$ cat src/rtl/acia_tx_fifo.sv
// Transmit byte FIFO between the ACIA register interface and the serial shifter.
// Drains one byte per tx_start/tx_busy handshake; a write is visible to the shifter one cycle later at the earliest.
module acia_tx_fifo #(
  parameter int AW       = 4,
  parameter int BUSY_TMO = 3
) (
  input  logic          clk,
  input  logic          reset_n,
  input  logic [7:0]    wr_dat,
  input  logic          wr_en,
  input  logic          flush,
  input  logic          tx_busy,
  output logic [7:0]    tx_dat,
  output logic          tx_start,
  output logic          fifo_full,
  output logic          fifo_empty,
  output logic [AW:0]   fifo_count,
  output logic          overrun
);

  localparam int DEPTH = 1 << AW;
  localparam int TW    = $clog2(BUSY_TMO + 1);

  typedef enum logic [1:0] {IDLE, START, WAIT_BUSY, WAIT_DONE} state_t;

  state_t          state, state_nxt;
  logic [TW-1:0]   timer, timer_nxt;
  logic [7:0]      mem [DEPTH];
  logic [AW-1:0]   wr_ptr, rd_ptr;
  logic [AW:0]     count;
  logic            pop;
  logic            wr_acc;
  logic            wr_drop;

  assign fifo_count = count;
  assign fifo_full  = (count == (AW+1)'(DEPTH));
  assign fifo_empty = (count == '0);

  // A simultaneous pop frees the slot being written, so a full FIFO can still accept.
  assign wr_acc  = wr_en && !flush && (!fifo_full || pop);
  assign wr_drop = wr_en && !flush && fifo_full && !pop;

  always_comb begin
    state_nxt = state;
    timer_nxt = timer;
    pop       = 1'b0;
    case (state)
      IDLE: begin
        if (count != '0 && !tx_busy && !flush) begin
          pop       = 1'b1;
          state_nxt = START;
        end
      end
      START: begin
        timer_nxt = '0;
        state_nxt = WAIT_BUSY;
      end
      WAIT_BUSY: begin
        if (tx_busy) begin
          state_nxt = WAIT_DONE;
        end else if (timer == TW'(BUSY_TMO - 1)) begin
          // Shifter never acknowledged; the byte is considered sent.
          state_nxt = IDLE;
        end else begin
          timer_nxt = timer + 1'b1;
        end
      end
      WAIT_DONE: begin
        if (!tx_busy) state_nxt = IDLE;
      end
      default: state_nxt = IDLE;
    endcase
  end

  always_ff @(posedge clk or negedge reset_n) begin
    if (!reset_n) begin
      state    <= IDLE;
      timer    <= '0;
      tx_start <= 1'b0;
      tx_dat   <= 8'h00;
    end else begin
      state    <= state_nxt;
      timer    <= timer_nxt;
      tx_start <= pop;
      if (pop) tx_dat <= mem[rd_ptr];
    end
  end

  always_ff @(posedge clk or negedge reset_n) begin
    if (!reset_n) begin
      wr_ptr  <= '0;
      rd_ptr  <= '0;
      count   <= '0;
      overrun <= 1'b0;
    end else if (flush) begin
      wr_ptr  <= '0;
      rd_ptr  <= '0;
      count   <= '0;
      overrun <= 1'b0;
    end else begin
      if (wr_acc) wr_ptr <= wr_ptr + 1'b1;
      if (pop)    rd_ptr <= rd_ptr + 1'b1;
      case ({wr_acc, pop})
        2'b10:   count <= count + 1'b1;
        2'b01:   count <= count - 1'b1;
        default: count <= count;
      endcase
      if (wr_drop) overrun <= 1'b1;
    end
  end

  always_ff @(posedge clk) begin
    if (wr_acc) mem[wr_ptr] <= wr_dat;
  end

endmodule

$ cat config.mk
export PLATFORM = sky130hd
export DESIGN_NAME = acia_tx_fifo
export DESIGN_NICKNAME = d
export VERILOG_FILES = /design/src/rtl/acia_tx_fifo.sv
export SDC_FILE = /design/constraint.sdc
export NUM_CORES = 1
export LEC_CHECK = 0
export CAP_MARGIN = 0
export CELL_PAD_IN_SITES_DETAIL_PLACEMENT = 1
export CELL_PAD_IN_SITES_GLOBAL_PLACEMENT = 1
export CORE_ASPECT_RATIO = 0.75
export CORE_MARGIN = 2
export CORE_UTILIZATION = 24
export CTS_CLUSTER_DIAMETER = 40
export DETAILED_ROUTE_END_ITERATION = 7
export PLACE_DENSITY = 0.4
export SYNTH_ARGS = -nofsm -noshare
export SYNTH_HDL_FRONTEND = slang
export SYNTH_SLANG_ARGS = --single-unit
export TNS_END_PERCENT = 100
$ cat constraint.sdc
create_clock -name clk -period 7.7 [get_ports clk]
set_input_delay 0.77 -clock clk [delete_from_list [all_inputs] [get_ports clk]]
set_output_delay 0.77 -clock clk [all_outputs]
set_load 0.02 [all_outputs]
==> results.sh <==
export IMPL_status="finished clean"
export IMPL_start_kind="input port"
export IMPL_rsz0062_at_grt="false"
export IMPL_rows=51
export IMPL_hold_violations=0
export IMPL_dr_pass1_iters=4
export IMPL_clock_sinks=155
export IMPL_ys_warn_count=0
export IMPL_vias=3281
export IMPL_power_switching_uw=554
export IMPL_fp_coreArea_um2=26000
export IMPL_synth_async_reset_ratio_pct=17.4
export IMPL_syn_nets=385
export IMPL_cp_endpoint="mem[10][3]$_DFFE_PP_"
export IMPL_worstReg2RegEnd="mem[10][3]$_DFFE_PP_"
export IMPL_ir_worst_vdd_mv=0.141
export IMPL_ant_nets=0
export IMPL_initial_core_util_pct=24.5
export IMPL_clock_skew_ns=0.0107
export IMPL_yosys_area_top_type="edfxtp_1"
export IMPL_root_buffer="clkbuf_16"
export IMPL_fin_crit_ns=3.76
export IMPL_setup_viol=0
export IMPL_synth_area_top_cells="edfxtp_1 60%, mux4_2 11%, dfrtp_1 11%"
export IMPL_dieArea_um2=27900
export IMPL_crit_fanout=17
export IMPL_r2r_start="state[0]$_DFFE_PN0P_"
export IMPL_die_w_um=192
export IMPL_overflow=0
export IMPL_yosysSeqAreaShare_pct=70.8
export IMPL_r2r_cells=4
export IMPL_dp_cells=724
export IMPL_syn_inst=364
export IMPL_htree_levels=4
export IMPL_fmax_mhz=266
export IMPL_cp_required_ns=7.73
export IMPL_numCtsBuffers=17
export IMPL_viasPerCell=4.34
export IMPL_maxSlewViolCount=0
export IMPL_grtUsageTotal_pct=12.1
export IMPL_yosys_most_used_dff="edfxtp_1"
export IMPL_crit_slowest_cell="nor3_1"
export IMPL_max_slew_margin_pct=22.6
export IMPL_wl_um=15900
export IMPL_die_h_um=145
export IMPL_finalSetupTns_ns=0
export IMPL_antenna_found_initial=0
export IMPL_synth_edf_count=128
export IMPL_grt_pass1_wl_um=23700
export IMPL_drc=0
export IMPL_holdBufCountCts=0
export IMPL_drtIter0Drc=216
export IMPL_power_leakage_uw=0.00246
export IMPL_drive_gt1_share_pct=19.7
export IMPL_p_seq_share_pct=47.0
export IMPL_io_pin_count=30
export IMPL_synth_top_cell_area_share_pct=60.2
export IMPL_area_growth_pct=19.2
export IMPL_clk_pin_slew_ns=0.07
export IMPL_timing_final_crit_share_pct=48.8
export IMPL_cellPowerDensity_nw_per_um2=275
export IMPL_clock_latency_ns=0.42
export IMPL_yosysMostFrequentCell="edfxtp_1"
export IMPL_cp_cell_sequence="clkdlybuf4s50_1 -> nand2b_1 -> a31oi_1 -> nand2_1 -> nor3_1"
export IMPL_ys_types=43
export IMPL_r2r_slack_ns=4.44
export IMPL_cts_tree="done"
export IMPL_switching_share_pct=26.5
export IMPL_dp_hpwl_um=10500
export IMPL_critPathCaptureType="flip-flop"
export IMPL_clkPwrFrac_pct=38.5
export IMPL_max_cap_viol_count=0
export IMPL_grt_pass1_vias=3513
export IMPL_fin_total_pwr_uw=2090
export IMPL_synth_common_cells="128 x edfxtp_1, 32 x mux4_2, 27 x dfrtp_1, 21 x nor2_1, 15 x a21oi_1"
export IMPL_avgRoutedWirePerCell_um=21.0
export IMPL_ys_seq_elements=155
export IMPL_cts_resized=0
export IMPL_worstMarginPinSlew_ns=1.15
export IMPL_crit_type="input port to flip-flop"
export IMPL_syn_area_um2=6390
export IMPL_cts_setup_buffers=0
export IMPL_place_congestion=0.708
export IMPL_critPathLaunch="flush"
export IMPL_pwr_share_comb_pct=14.5
export IMPL_hold_path_class="flip-flop to flip-flop"
export IMPL_internal_power_uw=1540
export IMPL_n_antenna_cell=0
export IMPL_max_stage_delay_ns=0.94
export IMPL_fin_cells=756
export IMPL_grt_max_degree=36
export IMPL_final_net_count=420
export IMPL_arrival_ns=3.80
export IMPL_port_buffers=29
export IMPL_avgSynthCellArea_um2=17.5
export IMPL_cts_path_max_buffers=2
how the worst min path moves through the flow:
stage	start	to	slack, ns	cells after the start
2_1_floorplan	reset_n	fifo_count[0]$_DFFE_PN0P_	0.47	0
3_3_place_gp	tx_dat[3]$_DFFE_PN0N_	tx_dat[3]$_DFFE_PN0N_	0.50	1
3_5_place_dp	tx_dat[3]$_DFFE_PN0N_	tx_dat[3]$_DFFE_PN0N_	0.50	1
4_1_cts	tx_dat[3]$_DFFE_PN0N_	tx_dat[3]$_DFFE_PN0N_	0.52	1
5_1_grt	overrun$_DFFE_PN0P_	overrun$_DFFE_PN0P_	0.54	2
6_report	overrun$_DFFE_PN0P_	overrun$_DFFE_PN0P_	0.51	2
power groups by stage:
stage / registers [µW] / clock network (µW) / logic, µW
after floorplan: 1020 / 0 / 165
after global placement: 1000 / 0 / 313
after detailed placement: 1000 / 0 / 313
after CTS: 986 / 830 / 313
after global routing: 992 / 858 / 337
final: 984 / 806 / 304
state kept, by name (all words and copies together) (netlist names):
signal,flops
overrun,1
rd_ptr,4
wr_ptr,4
tx_start,1
fifo_count,5
timer,2
state,2
tx_dat,8
mem,128
critical path, delay by kind of cell:
kind	cells	cell delay (ns)
AND/OR/NAND/NOR	3	1.58
buffers and inverters	1	0.74
AO/OA/AOI/OAI	1	0.68
through the flow:
| step | utilization (%) | hold slack [ns] | setup WS, ns | area [µm²] |
|---|---|---|---|---|
| global placement | 27.1 | 0.496 | 3.56 | 7050 |
| detailed placement | 27.1 | 0.499 | 3.39 | 7050 |
| floorplan | - | 0.474 | 4.92 | 6390 |
| finish | 29.3 | 0.507 | 3.94 | 7620 |
| CTS | 29.3 | 0.515 | 3.82 | 7620 |
| global route | 29.3 | 0.544 | 3.60 | 7620 |
area by class of cell:
class | count | area (µm²)
sequential | 155 | 4520
multi-input combinational | 181 | 1740
clock inverter | 15 | 136
tap | 344 | 430
clock buffer | 17 | 425
timing repair buffer | 33 | 320
fill | 2695 | 18400
inverter | 11 | 41.3
layer usage:
layer / vias to the layer above / wire [µm] / GRT usage (%)
li1: 1505 / - / -
met1: 1718 / 8150 / 17.9
met2: 54 / 6980 / 17.3
met3: 4 / 671 / 3.05
met4: 0 / 80 / 3.32
met5: - / 0 / 0
cell usage in the layout (no fill, tap or decap), types with 11 or more instances in the layout:
master	netlist	routed
a21oi_1	15	15
clkbuf_16	0	17
clkdlybuf4s50_1	0	29
dfrtp_1	27	26
edfxtp_1	128	128
inv_1	11	11
mux2i_1	11	11
mux4_2	32	32
nand2_1	12	12
nor2_1	21	21
cell families after synthesis:
kind of cell               synth area share [%]
and+or+nand+nor                            5.82
adders and majority gates                  1.57
muxes                                      14.8
DFF                                        70.8
AOI/OAI and AO/OA                          4.25
xor gates and xnor gates                  0.823
buffers and inverters                      1.98
No activity file was read; power rests on OpenSTA's default activity.
